--- src/rtl/mux4_arbiter_pkg.sv ---
// rtl/mux4_arbiter_pkg.sv - shared constants, state encoding and helpers for the 4-way arbiter
package mux4_arbiter_pkg;
  localparam int NREQ  = 4;
  localparam int SEL_W = 2;

  typedef enum logic {
    ST_IDLE = 1'b0,
    ST_HOLD = 1'b1
  } state_e;

  function automatic logic [NREQ-1:0] onehot(input logic [SEL_W-1:0] idx);
    logic [NREQ-1:0] v;
    v      = '0;
    v[idx] = 1'b1;
    return v;
  endfunction
endpackage

--- src/rtl/mux4_arbiter_pick.sv ---
// rtl/mux4_arbiter_pick.sv - round-robin pick: first unmasked request scanning from ptr
module rr_pick
  import mux4_arbiter_pkg::*;
(
  input  logic [NREQ-1:0]  req,
  input  logic [SEL_W-1:0] ptr,
  input  logic [NREQ-1:0]  exclude,
  output logic [SEL_W-1:0] index,
  output logic             found
);
  logic [NREQ-1:0]  masked;
  logic [SEL_W-1:0] cand;

  assign masked = req & ~exclude;

  always_comb begin
    found = 1'b0;
    index = ptr;
    cand  = ptr;
    for (int k = 0; k < NREQ; k++) begin
      cand = ptr + SEL_W'(k);
      if (!found && masked[cand]) begin
        found = 1'b1;
        index = cand;
      end
    end
  end
endmodule

--- src/rtl/mux4_arbiter.sv ---
// rtl/mux4_arbiter.sv - round-robin 4-way arbiter with dwell-limited preemption
module mux4_arbiter
  import mux4_arbiter_pkg::*;
#(
  parameter int DWELL_W = 4
) (
  input  logic               clk,
  input  logic               rst_n,
  input  logic [NREQ-1:0]    req,
  input  logic [DWELL_W-1:0] dwell,
  output logic [SEL_W-1:0]   sel,
  output logic [NREQ-1:0]    grant,
  output logic               valid,
  output logic               change
);
  state_e             state_q;
  logic [SEL_W-1:0]   sel_q;
  logic [SEL_W-1:0]   ptr_q;
  logic [NREQ-1:0]    grant_q;
  logic               valid_q;
  logic               change_q;
  logic [DWELL_W-1:0] cnt_q;

  logic [NREQ-1:0]    exclude;
  logic [SEL_W-1:0]   pick_idx;
  logic               pick_found;
  logic               preempt;

  // While holding, the current grantee is never its own successor.
  assign exclude = (state_q == ST_HOLD) ? grant_q : '0;
  assign preempt = (dwell != '0) && (cnt_q >= dwell) && ((req & ~grant_q) != '0);

  rr_pick u_pick (
    .req     (req),
    .ptr     (ptr_q),
    .exclude (exclude),
    .index   (pick_idx),
    .found   (pick_found)
  );

  always_ff @(posedge clk or negedge rst_n) begin
    if (!rst_n) begin
      state_q  <= ST_IDLE;
      sel_q    <= '0;
      ptr_q    <= '0;
      grant_q  <= '0;
      valid_q  <= 1'b0;
      change_q <= 1'b0;
      cnt_q    <= '0;
    end else begin
      change_q <= 1'b0;
      if (state_q == ST_HOLD && req[sel_q] && !preempt) begin
        if (cnt_q != '1) cnt_q <= cnt_q + DWELL_W'(1);
      end else if (pick_found) begin
        state_q  <= ST_HOLD;
        sel_q    <= pick_idx;
        grant_q  <= onehot(pick_idx);
        valid_q  <= 1'b1;
        change_q <= (pick_idx != sel_q);
        ptr_q    <= pick_idx + SEL_W'(1);
        cnt_q    <= DWELL_W'(1);
      end else begin
        state_q <= ST_IDLE;
        grant_q <= '0;
        valid_q <= 1'b0;
      end
    end
  end

  assign sel    = sel_q;
  assign grant  = grant_q;
  assign valid  = valid_q;
  assign change = change_q;
endmodule
--- config.mk ---
export PLATFORM = sky130hd
export DESIGN_NAME = mux4_arbiter
export DESIGN_NICKNAME = d
export VERILOG_FILES = /design/src/rtl/mux4_arbiter_pkg.sv /design/src/rtl/mux4_arbiter_pick.sv /design/src/rtl/mux4_arbiter.sv
export SDC_FILE = /design/constraint.sdc
export NUM_CORES = 1
export LEC_CHECK = 0
export CAP_MARGIN = 10
export CORE_AREA = 2 2 47 49
export DETAILED_ROUTE_END_ITERATION = 12
export DIE_AREA = 0 0 49 51
export GPL_TIMING_DRIVEN = 0
export HOLD_SLACK_MARGIN = 0.15
export PLACE_DENSITY = 0.79
export SLEW_MARGIN = 20
export SYNTH_ARGS = -nofsm -noshare
export SYNTH_HDL_FRONTEND = slang
export SYNTH_HIERARCHICAL = 1
export SYNTH_SLANG_ARGS = --single-unit
--- constraint.sdc ---
create_clock -name clk -period 6.01 [get_ports clk]
set_input_delay 1.202 -clock clk [delete_from_list [all_inputs] [get_ports clk]]
set_output_delay 1.202 -clock clk [all_outputs]
set_load 0.02 [all_outputs]
# [Yosys cells after proc, flatten, opt, wreduce, memory -nomap -nowiden]
# Index checks and enable logic that the tools add are counted.
[op_classes] n_reduce_logical=17 magnitude_cmp=8 eq_ne=3 bitwise=5 muxes=27 addsub=5
[ops] cell="4-bit 2-to-1 mux" count=5
[ops] cell="2-bit by 3-bit less-than comparator with 1-bit output, second input constant" count=6
[ops] cell="1-bit 2-to-1 mux" count=13
[ops] cell="1-bit binary-select mux with 2-bit select" count=5
[ops] cell="4-bit AND" count=2
[ops] cell="1-bit logical AND" count=8
[ops] cell="4-bit inverter" count=2
[ops] cell="4-bit nonzero test" count=2
[ops] cell="2-bit 2-to-1 mux" count=3
[ops] cell="2-bit by 1-bit adder with 2-bit output, second input constant" count=2
[ops] cell="2-bit adder, second input constant" count=2
[ops] cell="4-bit by 1-bit adder with 4-bit output, second input constant" count=1
[ops] cell="4-bit >= comparator" count=1
[ops] cell="1-bit logical NOT" count=4
[ops] cell="4-bit inequality test, second input constant" count=1
[ops] cell="2-bit AND reduction" count=2
[ops] cell="1-bit demux with 2-bit select" count=1
[ops] cell="2-bit by 1-bit >= comparator with 1-bit output, second input constant" count=1
[ops] cell="2-bit by 1-bit inequality test with 1-bit output, second input constant" count=1
[ops] cell="2-bit inequality test" count=1
[ops] cell="2-bit nonzero test" count=1
[ops] cell="1-bit inverter" count=1
[word_totals] ff_bits=14 elab_cells=71 output_inout_bits=8

# [Depth between registers and ports, before layout]
[logic_depth] word_depth=20 ltp_mapped=9 mapped_depth_nobuf=9

# [By module]
# The synthesis kept the hierarchy.
[by_module_without_submodules] mod="mux4_arbiter" area_each_um2=910.9 cells_each=84 instances=1
[by_module_without_submodules] mod="rr_pick" area_each_um2=136.4 cells_each=21 instances=1

# [Worst setup path before layout]
# No wires, ideal clock.
[synth_timing] kind="in2reg" startpoint="input port req[0]" endpoint="register ptr_q[1]" t_arrival_ns=2.796 setup_slack_ns=3.089 path_buffers=0 path_stages=7 cell_sequence="nor2b_4 nor2_2 o22ai_1 a222oi_1 inv_1 ha_1 mux2_4"
[synth_via] elab_chain_cells=14
[synth_lines] item="from (decl)" line_no="mux4_arbiter.sv:9" source="input logic [NREQ-1:0] req,"
[synth_lines] item="4-bit AND *" line_no="mux4_arbiter_pick.sv:14" source="assign masked = req & ~exclude;"
[synth_lines] item="1-bit binary-select mux with 2-bit select" line_no="mux4_arbiter_pick.sv:22" source="if (!found && masked[cand]) begin"
[synth_lines] item="1-bit 2-to-1 mux (implied by the code)" line_no="mux4_arbiter_pick.sv:22"
[synth_lines] item="1-bit 2-to-1 mux" line_no="mux4_arbiter_pick.sv:22"
[synth_lines] item="1-bit logical NOT" line_no="mux4_arbiter_pick.sv:22"
[synth_lines] item="1-bit logical AND" line_no="mux4_arbiter_pick.sv:22"
[synth_lines] item="1-bit 2-to-1 mux" line_no="mux4_arbiter_pick.sv:22"
[synth_lines] item="1-bit logical NOT" line_no="mux4_arbiter_pick.sv:22"
[synth_lines] item="1-bit logical AND" line_no="mux4_arbiter_pick.sv:22"
[synth_lines] item="1-bit 2-to-1 mux" line_no="mux4_arbiter_pick.sv:22"
[synth_lines] item="1-bit logical NOT" line_no="mux4_arbiter_pick.sv:22"
[synth_lines] item="1-bit logical AND" line_no="mux4_arbiter_pick.sv:22"
[synth_lines] item="2-bit 2-to-1 mux *" line_no="mux4_arbiter_pick.sv:22"
[synth_lines] item="named net pick_idx[0]" line_no="mux4_arbiter.sv:25" source="logic [SEL_W-1:0] pick_idx;"
[synth_lines] item="2-bit by 1-bit adder with 2-bit output *" line_no="mux4_arbiter.sv:60" source="ptr_q <= pick_idx + SEL_W'(1);"
[synth_lines] item="to (signal assigned)" line_no="mux4_arbiter.sv:60"
[synth_lines] item="to (decl)" line_no="mux4_arbiter.sv:18" source="logic [SEL_W-1:0] ptr_q;"
# The timed path passes the listed nets; every way through them passes the cells marked *. The select of a mux whose other input is x is not followed.
# A chain may end at the register's enable or synchronous reset.

# [Worst setup path in the final report]
[layout_timing] startpoint="input port req[3]" endpoint="register ptr_q[1]"
# The elaborated chain is that of the path after synthesis.

==> out/qor.txt <==
Status: finished clean
Num CTS Buffers: 3
Post-detailed-route DRC marker count: 0
Critical path cell sequence: clkdlybuf4s50_1, or2b_1, nand2_1, o21ai_0, a222oi_1, inv_1, ha_1, mux2_4
Die area: 0.00250 mm²
WL/cell: 14.7 µm
Met1 Wirelength: 984 µm
Fmax achieved: 0.290 GHz
Final HPWL DP: 1760 µm
Io pins: 18
CTS Root Cell: clkbuf_4
Layout Nets: 146
Crit. End Element: register
DRT iter0 DRCs: 9
Slew Limit Fails: 0
CTS Sinks: 14
Worst-path fanout max: 5
Slowest CP cell: a222oi_1
Max stage delay on crit path: 0.64 ns
Vias in the first global route: 877
Area of the multi-input gates: 641 µm²
Grt total ovfl: 0
GRT Overall Usage: 20.3%
Met2 routed WL: 1200 µm
Via count: 836
Post-CTS Setup Inserts: 0
Syn. warnings: 6
FF/Latch Area: 350 µm²
Worst path bufs/invs: 2
# H-tree levels: 1
Tcrit/Tclk final: 57.4%
Initial antenna violation count: 0
Clock buffer depth: 2
Setup crit start kind: primary input
Worst-Skew Late Latency: 0.28 ns
Fraction of layout cells with a size suffix above 1: 15.1%
CP top delay family: buffers and inverters
ANT nets after route: 0
Post-route minimum period: 3.45 ns
Data arrival, critical path: 3.62 ns
Core ar.: 0.00206 mm²
Distinct cell type count after synthesis: 36
CTS clock-pin slew for the worst setup and hold paths: 0.10 ns
Highest metal used: met4
Avg Inst Size Synth: 9.97 µm²
Final Core Density: 62.5%
Final Hold Viols: 0
Vias per Instance: 5.43
Die width: 49 µm
Worst slew margin: 46.2%
Post-synth EDFFs: 0
FF+latch count, synth: 14
Syn Inst Count: 105
Met3 wire len: 63 µm
Post_cts resized: 0
CP required: 6.18 ns
Port bufs: 17
Placed instance area: 0.00125 mm²
Syn Nets: 124
Rows: 17
Die Y: 51 µm
Hold_buf cts: 0
Global-route wire length before repair: 3860 µm
Initial Util: 50.8%
Detailed Route WL: 2260 µm
RSZ-0062 raised after global routing: no
Critical path class: in -> reg
Largest net degree at the start of global routing: 15
Mapped Area: 0.00105 mm²
Top_reg_cell synth: dfrtp_1
Ant diodes: 0
Ys async rst share: 100%
Fillers: 178
Kind of path behind the tightest hold check: reg -> reg
Maxcap violations: 0
Initial DRT Pass Iterations: 4
Synth-to-Final Area Change: 23.1%
Routability congestion estimate: 0.815
Clock skew: 0.00671 ns
Sequential area share after synthesis: 33.5%
PwrDens: 492 mW/mm²
Design Area, Final: 0.00129 mm²
Tightest Pin Transition: 0.806 ns
Final TNS setup: 0 ns
Final Setup Violations: 0
CTS tree: built
LEAKAGE: 0.584 nW
Max rail drop VDD: 0.241 mV
## placed cells by master (no fill, tap or decap), types with 2 or more instances in the layout
master / n
dfrtp_1: 14
clkbuf_4: 3
nor2_1: 2
xnor2_1: 2
mux2_4: 4
nor2b_1: 5
nand2b_1: 3
nand2_1: 6
ha_1: 9
nand3_1: 8
inv_1: 12
o22ai_1: 2
o21bai_1: 2
o21ai_0: 7
and2_1: 4
o311a_1: 2
clkdlybuf4s50_1: 17
a21oi_1: 2
or2b_1: 2
## cell type report
type / instances / area share (%)
timing repair buffer: 17 / 13.2
tap: 28 / 2.72
clock buffer: 4 / 2.82
inverter: 12 / 3.50
multi-input combinational: 77 / 49.7
sequential: 14 / 27.2
buffer: 2 / 0.874
## power breakdown
part | internal [W] | switching [W] | total (W)
clock | 0.0000368 | 0.0000335 | 0.0000704
sequential | 0.000133 | 0.0000431 | 0.000177
combinational | 0.000195 | 0.000192 | 0.000387
total | 0.000365 | 0.000269 | 0.000634
## state kept, by name, summed over array words and instances, names as in the netlist
signal and flops:
cnt_q 4, grant 4, ptr_q 2, sel 2
change 1, valid 1
## path summary, 6_finish.rpt
| path | from | end | cells after the start | slack [ns] |
|---|---|---|---|---|
| hold reg to reg | cnt_q[1]$_DFFE_PN0P_ | cnt_q[1]$_DFFE_PN0P_ | 1 | 0.57 |
| hold / removal | cnt_q[1]$_DFFE_PN0P_ | cnt_q[1]$_DFFE_PN0P_ | 1 | 0.57 |
| setup / recovery | req[3] | ptr_q[1]$_DFFE_PN0P_ | 8 | 2.56 |
| setup reg to reg | valid$_DFFE_PN0N_ | ptr_q[1]$_DFFE_PN0P_ | 7 | 3.44 |
| min in group asynchronous | rst_n | cnt_q[1]$_DFFE_PN0P_ | 1 | 1.31 |
| max in group asynchronous | rst_n | grant[2]$_DFFE_PN0N_ | 1 | 4.28 |
## worst reg2reg max path, delay by kind of cell, from the launching register on
family / cells / cell delay (ns)
AOI/OAI and AO/OA: 2 / 0.83
DFF: 1 / 0.43
and+or+nand+nor: 2 / 0.39
buffers and inverters: 1 / 0.19
adders and majority gates: 1 / 0.35
muxes: 1 / 0.26
## Yosys cell counts (3+ instances only)
master    instances  area (µm²)
dfrtp_1          14         350
inv_1            12        45.0
nand2b_1          3        18.8
nor2b_1           5        31.3
nand2_1           6        22.5
mux2_4            4        60.1
ha_1              9         113
nand3_1           8        40.0
o21ai_0           7        35.0
and2_1            4        25.0
## metal layers
metal  up-vias  track usage [%]
li1        408                -
met1       411             23.2
met2        15             37.2
met3         2             4.68
met4         0             7.14
met5         -                0
## kinds of logic (layout without fill, tap and decap cells)
kind of cell    after synthesis  in the layout  share of synthesized area, %
xor+xnor                      2              2                          1.67
fa+ha+maj                     9              9                          10.8
simple gates                 37             37                          22.3
compound gates               23             23                          17.6
buf+inv                      14             35                          5.38
mux                           6              6                          8.84
flops                        14             14                          33.5
## per-stage QoR
stage,std cells,total power [W],worst slack [ns],hold slack (ns)
after global placement,150,0.000551,2.33,0.538
after floorplan,105,0.000459,3.09,0.507
final,154,0.000634,2.56,0.567
after CTS,154,0.000638,2.58,0.568
after global routing,154,0.000691,2.43,0.609
after detailed placement,150,0.000568,2.30,0.541
No activity file was read; power rests on OpenSTA's default activity.
==> patch 1: new RTL, same settings <==
The parameter `DWELL_W` goes from 4 to 6.
--- a/src/rtl/mux4_arbiter.sv
+++ b/src/rtl/mux4_arbiter.sv
@@ -4,3 +4,3 @@
 #(
-  parameter int DWELL_W = 4
+  parameter int DWELL_W = 6
 ) (
Interface: changed (resized dwell); port bits go from 18 to 20. The function was not compared with the original's and may differ.
==> patch 1 against the original RTL <==
- global-route usage increased by 2.8 points
- critical endpoint unchanged
- worst setup slack worse by 0.047 ns
- area after synthesis increased by 11%
- routed wire length rose by 8.0%
- final area up 9.0%
- die area stayed put
- critical path depth unchanged
- final cell count grew 5.2%
- sequential cell count rose by 2
- combinational power is 3% lower
- highest routed layer unchanged
- non-clock buffer count stayed put
- total power down 0.78%
==> patch 1: results (changes against the original RTL) <==
** GRT
- Wire length of the first global-routing pass :: 4320 µm (+12%)
- Total routing usage reported by global routing :: 23.1% (+2.8 points)
- The initial antenna violation count was 0 (unchanged).
- Maximum number of pins on one net before global-route repair :: 17 (+2)
- Number of global-route vias before repair :: 959 (+9.4%)

** Power and ir drop
- Worst VDD drop :: 0.000302 V (+25%)
- The static leakage came to 0.652 nW (+12%).

** Run status
- Result of the run :: complete, no violations

** Placement
- Worst slack at placement :: 2.24 ns (-0.0532 ns)
- The detailed placer's ending HPWL is 1920 µm (+8.7%).
- Final weighted congestion in routability-driven placement :: 0.744 (-8.8%)
- The quantity of I/O buffers inserted on ports came to 19 (+2).

** Setup path
- The largest driver fanout on the critical path is 5 (unchanged).
- The critical path arrival came to 3.68 ns (+0.06 ns).

** Synth
- Sequential-to-total area share from yosys stat :: 34.6% (+1.1 points)
- The fraction of registers with async set/reset is 100% (unchanged).
- Number of nets produced by synthesis :: 135 (+8.9%)
- The post-synthesis area per instance was 10.3 µm² (+3.6%).
- Cells taking the most area after synthesis :: dfrtp_1, ha_1, a22o_1
- For this run, the leading register cell type out of synthesis is dfrtp_1.
- Leading post-synthesis cells by instance count :: dfrtp_1, ha_1, inv_1
- Number of distinct library cells after synthesis :: 43 (+19%)
- The total of warnings raised by yosys was 6 (unchanged).

** Final layout
- Biggest register :: cnt_q
- Number of flip-flops under the largest register name :: 6
- The filler cell count in the final layout is 171 (-3.9%).
- The fraction of layout instances using a drive strength above 1 came to 11.9% (-3.1 points).
- Count of nets after finishing :: 159 (+8.9%)
- The number of antenna diodes was 0 (unchanged).

** Clocking
- The number of buffers added for setup after CTS was 0 (unchanged).
- CTS placed an instance of clkbuf_4 at the clock tree root.
- Reg clk slew, reported paths :: 0.09 ns
- The buffer depth of the longest clock path is 2 (unchanged).
- The H-tree depth reported by CTS is 1 (unchanged).
- The number of buffers created by CTS came to 3 (unchanged).
- For the worst-skew pair, the clock arrives at the later sink with an insertion delay of slightly below 0.3 ns.
- The post-cts repair resize count came to 0 (unchanged).

** Route
- The number of DRC markers in iteration 0 was 19 (+10).
- The post-detailed-route wirelength per cell is 15.0 µm (+2.6%).
- Via count normalized by instance count :: 5.70 (+5.0%)
- The first-pass detailed-route iteration total came to 4 (unchanged).
- The total length of routed wires came to 2440 µm (+8.0%).

** STA
- The worst clock skew on the final layout is 0.00159 ns (-0.00512 ns).
- The remaining max-slew budget at the tightest pin came to 39.0% (-7.2 points).

** Hold path
- The tightest min-delay check is of the reg -> reg type.
==> patch 1: routing by layer <==
layer / wire, µm / track usage, %
met1: 1150 / 29.3
met2: 1160 / 39.3
met3: 89 / 3.51
met4: 42 / 10.5
met5: 0 / 0
==> patch 1: stage by stage <==
step / utilization (%) / cell area [µm²]
finish: 68.1 / 1410
global placement: 67.0 / 1380
CTS: 68.1 / 1410
global route: 68.1 / 1410
floorplan: - / 1160
detailed placement: 67.0 / 1380
==> patch 1: path summary, 6_finish.rpt <==
check	depth (start not counted)	endpoint	slack, ns	start
worst max-delay path	8	ptr_q[1]$_DFFE_PN0P_	2.51	req[0]
worst min-delay path	1	grant[2]$_DFFE_PN0N_	0.58	grant[2]$_DFFE_PN0N_
worst max register to register	7	ptr_q[1]$_DFFE_PN0P_	3.31	valid$_DFFE_PN0N_
worst min register to register	1	grant[2]$_DFFE_PN0N_	0.58	grant[2]$_DFFE_PN0N_
max in group asynchronous	1	sel[1]$_DFFE_PN0P_	4.24	rst_n
min in group asynchronous	1	ptr_q[1]$_DFFE_PN0P_	1.33	rst_n
==> patch 1: cells by family after synthesis <==
logic type / share of synthesized area (%)
fa+ha+maj: 11.9
mux: 6.70
xor+xnor: 2.27
compound gates: 21.6
flops: 34.6
buf+inv: 3.57
simple gates: 19.4
==> patch 1: worst max-delay path, cell delays in order <==
cell and delay [ns]:
clkdlybuf4s50_1 0.47, nor2b_4 0.16, nor2_2 0.12, o22ai_1 0.09, a222oi_1 0.80, inv_1 0.19, ha_1 0.33, mux2_1 0.29
==> patch 1: report_power, final <==
group          total, mW  switching [mW]  internal (mW)
Clock             0.0571          0.0337         0.0234
Sequential         0.198          0.0487          0.149
Combinational      0.374           0.192          0.183
==> patch 1: area by class of cell <==
class	count	area, µm²	share of cell area [%]
Clock buffer	3	22.5	1.60
Timing Repair Buffer	19	190	13.5
Tap cell	28	35.0	2.49
Sequential cell	16	400	28.5
Multi-Input combinational cell	85	716	50.9
Inverter	11	41.3	2.94
==> patch 2: new RTL, config.mk and constraints unchanged <==
Made on the original files. Make the reset (`rst_n`) synchronous in one clocked block.
--- a/src/rtl/mux4_arbiter.sv
+++ b/src/rtl/mux4_arbiter.sv
@@ -40,3 +40,3 @@
 
-  always_ff @(posedge clk or negedge rst_n) begin
+  always_ff @(posedge clk) begin
     if (!rst_n) begin
Formal check against the unedited RTL: differs if rst_n is asserted again (counterexample within 4 cycles, from zero or initial values and one cycle with rst_n low); with rst_n held inactive, the same outputs for 10 cycles.
==> patch 2 against the original RTL <==
- critical path depth is 1 higher
- area after synthesis is 2.2% lower
- maximum frequency is 3.2% higher
- synthesized cell count is 14% higher
- routed wire length is 1.0% higher
- sequential share of layout area is 4.8 points lower
- die area stayed put
- final area is 2.8% lower
- core utilization is 1.8 points lower
- final cell count is 9.1% higher
- worst setup slack better by 0.11 ns
- sequential cell count stayed put
- largest cell class unchanged
Power is not compared: it rests on default switching activity, and its combinational part moved more than twofold at a synthesized area within 25%.
==> patch 2: results (changes against the original RTL) <==
** Route
- The average via count per standard cell was 5.84 (+7.6%).
- The number of DRC markers in iteration 0 came to 42 (+33).
- The routed metal-1 wirelength is 1020 µm (+3.2%).

** Final layout
- The multi-input gate area in the final layout came to 691 µm² (+7.8%).
- The multi-input gate count is 95 (+23%).
- The filler cell count in the final layout was 180 (+1.1%).
- The fraction of layout instances using a drive strength above 1 came to 12.1% (-2.9 points).
- The net count of the finished layout was 161 (+10%).
- Proportion of cell area occupied by registers :: 22.4% (-4.8 points)
- Post-route non-filler standard cell count :: 168 (+9.1%)

** Synth
- Ranked by instance count, the synthesized netlist is headed by dfxtp_1, a21oi_1, nand2_1.
- The synthesized instance count is 120 (+14%).
- Number of nets produced by synthesis :: 139 (+12%)
- By area the synthesized netlist is led by dfxtp_1, ha_1, a21oi_1.
- Sequential-to-total area share from yosys stat :: 27.4% (-6.1 points)
- The area fraction in compound gates after synthesis was 20.9% (+3.3 points).
- The multiplexer share of the synthesized area is 3.17% (-5.7 points).

** Run status
- The run finished with clean final reports.

** STA
- Worst clock skew :: 0.00234 ns (-0.00437 ns)

** GRT
- The met3 usage in global routing is 4.39% (-0.29 points).
- The overall global routing resource usage is 18.9% (-1.4 points).
- Routing usage on met2 :: 32.4% (-4.8 points)

** Power and ir drop
- The design draws about 340 µW.

** Clocking
- Reg clk slew, reported paths :: 0.08 ns (-0.02 ns)

** Placement
- The total cell area at the placement stage came to 0.00123 mm² (-1.8%).
-- patch 2: cell types whose count changed in the layout (fill, tap and decap cells not counted), moves of 3 or more --
cell	before	now
nand4b_1	0	3
nand2_1	6	11
a21oi_1	2	11
dfrtp_1	14	0
mux2_4	4	0
dfxtp_1	0	14
nand2b_1	3	6
nor2b_1	5	1
inv_1	12	7
-- patch 2: path summary, 6_finish.rpt --
path / startpoint / end / slack (ns) / cells past startpoint
min: grant[3]$_SDFFE_PN0N_ / grant[3]$_SDFFE_PN0N_ / 0.48 / 2
max reg2reg: valid$_SDFFE_PN0N_ / ptr_q[1]$_SDFFE_PN0P_ / 3.58 / 9
min reg2reg: grant[3]$_SDFFE_PN0N_ / grant[3]$_SDFFE_PN0N_ / 0.48 / 2
max: req[3] / ptr_q[1]$_SDFFE_PN0P_ / 2.67 / 9
